`src/rtl/leading_one_decode.sv`:
```
// leading_one_decode
//   Rebuilds a bit vector from a leading-one position word {found, index}.
//   Produces a one-hot vector with only bit[index] set and a thermometer mask
//   with bits [index:0] set. Two registered stages with a valid/ready handshake
//   and full backpressure; a word accepted on one edge is presented on out_*
//   after the following edge when nothing stalls.
//
// Parameters
//   xWL       vector width in bits (>= 2)
//   ctrWidth  index width, enough bits to hold xWL-1
//
// Ports
//   clk         rising-edge clock
//   rst         asynchronous reset, active-high
//   ce          clock enable; 0 freezes every register and blocks input
//   in_valid    input word valid
//   in_ready    block accepts input this cycle
//   in_pos      {found, index}; MSB = found
//   out_valid   output word valid
//   out_ready   downstream accepts output
//   out_onehot  bit[index] set, all others clear
//   out_mask    bits [index:0] set, bits above index clear
//   out_found   copy of the input found bit
//   out_err     found=1 with index beyond xWL-1
module leading_one_decode #(
    parameter int xWL      = 32,
    // $clog2(v+1) is the number of bits needed to hold v; here v = xWL-1.
    parameter int ctrWidth = $clog2(xWL)
) (
    input  logic                clk,
    input  logic                rst,
    input  logic                ce,
    input  logic                in_valid,
    output logic                in_ready,
    input  logic [ctrWidth:0]   in_pos,
    output logic                out_valid,
    input  logic                out_ready,
    output logic [xWL-1:0]      out_onehot,
    output logic [xWL-1:0]      out_mask,
    output logic                out_found,
    output logic                out_err
);

    localparam logic [xWL:0] ONE_W = (xWL+1)'(1);
    localparam logic [xWL:0] TWO_W = (xWL+1)'(2);

    logic                s1_valid;
    logic                s1_found;
    logic [ctrWidth-1:0] s1_idx;
    logic                s1_err;
    logic                s2_valid;

    logic                s1_load;
    logic                s2_load;

    logic                in_found;
    logic [ctrWidth-1:0] in_idx;
    logic                in_range_err;

    logic [xWL:0]        onehot_wide;
    logic [xWL:0]        mask_wide;
    logic [xWL-1:0]      dec_onehot;
    logic [xWL-1:0]      dec_mask;
    logic                unused_wide_msbs;

    assign in_found = in_pos[ctrWidth];
    assign in_idx   = in_pos[ctrWidth-1:0];

    // An out-of-range index exists only when the index field can encode more
    // values than there are bits; otherwise the compare would be constant.
    generate
        if ((2 ** ctrWidth) > xWL) begin : g_range_chk
            localparam logic [ctrWidth-1:0] MAX_IDX = ctrWidth'(xWL - 1);
            assign in_range_err = in_found && (in_idx > MAX_IDX);
        end else begin : g_no_range_chk
            assign in_range_err = 1'b0;
        end
    endgenerate

    // Handshake: S2 drains or is empty -> S2 loads; S1 advances into it.
    assign s2_load  = ce && (!s2_valid || out_ready);
    assign s1_load  = ce && (!s1_valid || s2_load);
    assign in_ready = s1_load;

    // Shifts are done one bit wider so index = xWL-1 yields an all-ones mask.
    assign onehot_wide = ONE_W << s1_idx;
    assign mask_wide   = (TWO_W << s1_idx) - ONE_W;

    always_comb begin
        dec_onehot = '0;
        dec_mask   = '0;
        if (s1_found && !s1_err) begin
            dec_onehot = onehot_wide[xWL-1:0];
            dec_mask   = mask_wide[xWL-1:0];
        end
    end

    // Top bits of the wide results are always zero for in-range indices.
    assign unused_wide_msbs = onehot_wide[xWL] ^ mask_wide[xWL];

    always_ff @(posedge clk or posedge rst) begin
        if (rst) begin
            s1_valid <= 1'b0;
            s1_found <= 1'b0;
            s1_idx   <= '0;
            s1_err   <= 1'b0;
        end else if (s1_load) begin
            s1_valid <= in_valid;
            s1_found <= in_found;
            s1_idx   <= in_idx;
            s1_err   <= in_range_err;
        end
    end

    always_ff @(posedge clk or posedge rst) begin
        if (rst) begin
            s2_valid   <= 1'b0;
            out_onehot <= '0;
            out_mask   <= '0;
            out_found  <= 1'b0;
            out_err    <= 1'b0;
        end else if (s2_load) begin
            s2_valid   <= s1_valid;
            out_onehot <= dec_onehot;
            out_mask   <= dec_mask;
            out_found  <= s1_found;
            out_err    <= s1_err;
        end
    end

    assign out_valid = s2_valid;

endmodule
```
`config.mk`:
```
export PLATFORM = sky130hd
export DESIGN_NAME = leading_one_decode
export DESIGN_NICKNAME = d
export VERILOG_FILES = /design/src/rtl/leading_one_decode.sv
export SDC_FILE = /design/constraint.sdc
export NUM_CORES = 1
export LEC_CHECK = 0
export CAP_MARGIN = 20
export CORE_ASPECT_RATIO = 0.8
export CORE_MARGIN = 2
export CORE_UTILIZATION = 43
export CTS_CLUSTER_SIZE = 28
export DETAILED_ROUTE_END_ITERATION = 7
export GPL_TIMING_DRIVEN = 0
export PLACE_DENSITY = 0.71
export SLEW_MARGIN = 20
export SYNTH_ARGS = -nofsm -noshare
export SYNTH_HDL_FRONTEND = slang
export SYNTH_SLANG_ARGS = --single-unit
export TNS_END_PERCENT = 50
```
`constraint.sdc`:
```
create_clock -name clk -period 2.6 [get_ports clk]
set_input_delay 0.52 -clock clk [delete_from_list [all_inputs] [get_ports clk]]
set_output_delay 0.52 -clock clk [all_outputs]
set_load 0.005 [all_outputs]
```
### Word-level counts from Yosys, hierarchy flattened

Cells that the tools add are included.

* mux-type cells: 2
* shifts and indexed selects: 2
* add/subtract/negate cells: 1
* reductions and logical operators: 6

Operator list (number)
* 2-to-1 mux 32 bit: 2
* left shift 1 x 5 -> 32 bit (first input constant): 1
* left shift 2 x 5 -> 32 bit (first input constant): 1
* subtractor 32 x 1 -> 32 bit (second input constant): 1
* logical AND 1 bit: 2
* zero test 1 bit: 2
* logical OR 1 bit: 2

* word-level logic and storage cells: 18
* register bits: 73

### Depth between registers and ports, before layout

Gate-level depths: netlist of run 1.

* depth in word-level cells: 5
* depth in mapped cells: 10
* mapped depth without buffers: 8

### Least setup slack after synthesis of run 1

OpenSTA, ideal clock, no wires.

* path type: register to register
* from: register s1_idx[1]
* to: register out_mask[29]
* path slack: 0.526 ns
* arrival time: 1.998 ns
* cell stages (with the launch flop): 11
* path through: dfrtp_1 -> buf_2 -> nor2b_1 -> and2_1 -> nand2_1 -> ha_1 -> or2_2 -> clkbuf_1 -> nor4_1 -> nor3_1 -> o21ai_1

* word-level cells in the longest chain between the ends: 3

Ends and longest elaborated chain
* from (decl): RTL line 49 `logic [ctrWidth-1:0] s1_idx;`
* from (signal assigned): RTL line 110 `s1_idx <= in_idx;`
* left shift 2 x 5 -> 32 bit: RTL line 87 `assign mask_wide = (TWO_W << s1_idx) - ONE_W;`
* subtractor 32 x 1 -> 32 bit: RTL line 87
* 2-to-1 mux 32 bit: RTL line 92 `if (s1_found && !s1_err) begin`
* to (signal assigned): RTL line 125 `out_mask <= dec_mask;`
* to (decl): RTL line 39 `output logic [xWL-1:0] out_mask,`

Every way passes these cells.
A chain may end at the register's enable or synchronous reset.

### Worst setup path in the final report of run 1

* from: input out_ready
* to: output in_ready

* word-level cells in the longest chain between the ends: 4

Ends and longest elaborated chain
* from (decl): RTL line 37 `input logic out_ready,`
* logical OR 1 bit: RTL line 81 `assign s2_load = ce && (!s2_valid || out_ready);`
* logical AND 1 bit: RTL line 81
* logical OR 1 bit: RTL line 82 `assign s1_load = ce && (!s1_valid || s2_load);`
* logical AND 1 bit: RTL line 82
* to (decl): RTL line 34 `output logic in_ready,`

Every way passes these cells.

==> results_dict.tcl, run 1 <==
set metrics [dict create \
    outcome "finished, final reports clean" \
    grt_overflow 0 \
    syn_area_um2 3258 \
    dieArea_um2 8294 \
    cts_tree "done" \
    rsz0062_at_grt "no" \
    crit_fanout 7 \
    hold_violations 0 \
    h-tree-depth 3 \
    synth.distinct_cells 47 \
    use_met2 0.3967 \
    synthFlopType "dfrtp_1" \
    yosysTopAreaCellShare 0.5530 \
    io_pins 79 \
    rows 28 \
    synth_edf_count 0 \
    synthTopCellsByArea "dfrtp_1, nand2_1, o21ai_0, o31ai_1, buf_2" \
    async_flop_share 1.000 \
    min_period_ps 2488 \
    firstDrtPassIters 5 \
    max-slew-margin-rel 0.5773 \
    fin_area_um2 4428 \
    place_area_um2 4164 \
    core_um2 7357 \
    fin_nets 442 \
    reg2reg_depth 9 \
    syn2layout_area_growth_pct 35.91 \
    timing.hold.worst_path_depth 2 \
    route.antenna.remaining_nets 0 \
    grt_max_degree 45 \
    arrival_ps 1970 \
    port_buffers 77 \
    hold_ws_ps 472.0 \
    nFillCells 667 \
    yosysWarnings 0 \
    synth-seq-cells 72 \
    drtIter0Drc 152 \
    cts_sinks 72 \
    drc 0 \
    layout-drive-gt1-share 0.1313 \
    p_sw_frac 0.2938 \
    synth_most_common_cell "nand2_1" \
    netlist_instances 341 \
    path_class "in2out" \
    wire_per_inst_um 19.27 \
    clkPwrFrac 0.331 \
    grt_usage 0.2588 \
    clock_skew_ps 7.790 \
    syn_nets 353 \
    netlist_top_cells_count "nand2_1, dfrtp_1, o21ai_0" \
    antenna_found_initial 0 \
    initial_core_util 0.4429 \
    power_density_nw_per_um2 735.7 \
    viasPerCell 5.655 \
    hold_path.class "reg2reg" \
    synth_area_leader_cell "dfrtp_1" \
    min_period_over_period 0.9569 \
    n_antenna_cell 0 \
    routed_wl_um 10100 \
    clk_latency_ps 350 \
    grt_first_pass_wirelength_um 15730 \
    cap_viol_max_count 0 \
    combPwrFrac 0.259 \
    vias 2963 \
    seqPwrFrac 0.410 \
    use_met1 0.3620 \
    switchingPower_uw 957.1 \
    clockBufferDepth 2 \
    peakVddDrop_v 0.0003582 \
    setup_viol 0 \
    setup.worst_path.end_class "output pin" \
    grt_pass1_vias 2805 \
    cp.required_ps 2080 \
    syn_avg_cell_area_um2 9.555 \
    slew_viol_final 0 \
    clk_pin_slew_ps 70 \
    die-height_um 81.86 \
    totalPowerFinal_uw 3258 \
    power.internal_uw 2301 \
    gp_congestion 0.9792 \
    grt.busiest_layer "met2" \
    hpwl_um 7266 \
    gr-usage-met3 0.05957 \
    ys_seq_area_frac 0.5530 \
    max_freq_mhz 401.9 \
    cts_setup_buffers 0 \
    start_kind "input port" \
    die_w_um 101.3 \
    tns_ps 0 \
    cts_inserted_buffers 9 \
    leakagePower_uw 0.001908 \
    tightest_slew_ps 634.1 \
    cts-root-buf "clkbuf_8" \
]
-- metrics by stage --
| stage | worst slack, ps | utilization | instances |
|---|---|---|---|
| after floorplan | 255.1 | - | 341 |
| after global placement | -857.7 | 0.5629 | 508 |
| after detailed placement | 39.08 | 0.5660 | 509 |
| after CTS | 22.08 | 0.5988 | 524 |
| after global routing | 19.31 | 0.6019 | 524 |
| final | 111.9 | 0.6019 | 524 |
-- repair_timing --
action	CTS	global route
hold buffers	0	0
endpoints found under the setup margin	0	7
gates resized for setup	0	6
-- sequential cells by signal, indices dropped and copies added, names as in the netlist --
register and count:
out_onehot 32, s1_found 1, s1_idx 5, out_mask 32
s1_valid 1, out_valid 1
-- cell type report --
| type | count | area (µm²) | area share |
|---|---|---|---|
| buffer | 28 | 143.9 | 0.03250 |
| tap | 90 | 112.6 | 0.02543 |
| multi-input combinational | 234 | 1309 | 0.2956 |
| timing repair buffer | 78 | 790.8 | 0.1786 |
| clock inverter | 5 | 103.9 | 0.02345 |
| inverter | 7 | 28.78 | 0.006499 |
| sequential | 72 | 1802 | 0.4069 |
| clock buffer | 10 | 137.6 | 0.03108 |
-- placed cells by master (no fill, tap or decap), drive strengths merged, types with 3 or more instances in the layout --
cell | synthesis | final
a21oi | 7 | 7
a22o | 7 | 7
a32o | 3 | 3
and2 | 6 | 6
buf | 24 | 25
bufinv | 0 | 3
clkbuf | 4 | 14
clkdlybuf4s50 | 0 | 77
dfrtp | 72 | 72
inv | 7 | 8
mux2 | 6 | 6
nand2 | 77 | 77
nand2b | 3 | 3
nand3 | 8 | 8
nand4 | 5 | 5
nor2 | 12 | 12
nor2b | 3 | 3
nor3 | 5 | 5
o21ai | 44 | 44
o31ai | 19 | 19
or2 | 4 | 4
or3 | 5 | 5
-- cell families after synthesis --
kind of cell,Yosys count,share of synthesized area
AO/OA/AOI/OAI,89,0.1724
XOR/XNOR,1,0.002689
adder cells (fa/ha/maj),1,0.003840
buffers and inverters,35,0.05223
flip-flops,72,0.5530
multiplexers,6,0.02074
other,1,0.001151
AND/OR/NAND/NOR,136,0.1939
-- power by group through the flow --
| stage | Clock (µW) | Combinational (µW) | Sequential [µW] |
|---|---|---|---|
| 2_1_floorplan | 0 | 390 | 1350 |
| 3_3_place_gp | 0 | 821 | 1350 |
| 3_5_place_dp | 0 | 829 | 1360 |
| 4_1_cts | 1100 | 834 | 1340 |
| 5_1_grt | 1140 | 922 | 1350 |
| 6_report | 1080 | 843 | 1340 |
-- worst max-delay path, cell delays in order --
cell             delay, ps
clkdlybuf4s50_1        390
nand2b_2               240
o21ai_4                290
inv_1                   70
clkdlybuf4s50_1        450
-- layer usage --
layer | share of wire | wire length, µm | vias to the layer above
li1 | - | - | 1363
met1 | 0.47 | 4722 | 1430
met2 | 0.44 | 4481 | 148
met3 | 0.067 | 678 | 22
met4 | 0.021 | 212 | 0
met5 | 0 | 0 | -
-- final timing paths --
kind,from,slack (ps),to
setup / recovery,out_ready,110,in_ready
hold / removal,out_mask[31],470,out_mask[31]
setup reg to reg,s1_idx[0],140,out_mask[7]
hold reg to reg,out_mask[31],470,out_mask[31]
max in group asynchronous,rst,1540,out_mask[17]
min in group asynchronous,rst,510,out_mask[8]
No activity file was read; power rests on OpenSTA's default activity.
==> run 2, diff against run 1 <==
--- a/config.mk
+++ b/config.mk
@@ -17,4 +17,3 @@
 export SYNTH_ARGS = -nofsm -noshare
 export SYNTH_HDL_FRONTEND = slang
 export SYNTH_SLANG_ARGS = --single-unit
-export TNS_END_PERCENT = 50
==> results of run 2 <==
Final layout, timing and power as in run 1 (identical DEF).
==> run 3, diff against run 2 <==
--- a/config.mk
+++ b/config.mk
@@ -9,7 +9,7 @@
 export CORE_ASPECT_RATIO = 0.8
 export CORE_MARGIN = 2
 export CORE_UTILIZATION = 43
-export CTS_CLUSTER_SIZE = 28
+export CTS_CLUSTER_SIZE = 10
 export DETAILED_ROUTE_END_ITERATION = 7
 export GPL_TIMING_DRIVEN = 0
 export PLACE_DENSITY = 0.71
==> results of run 3 <==
Final layout, timing and power as in run 1 (identical DEF).
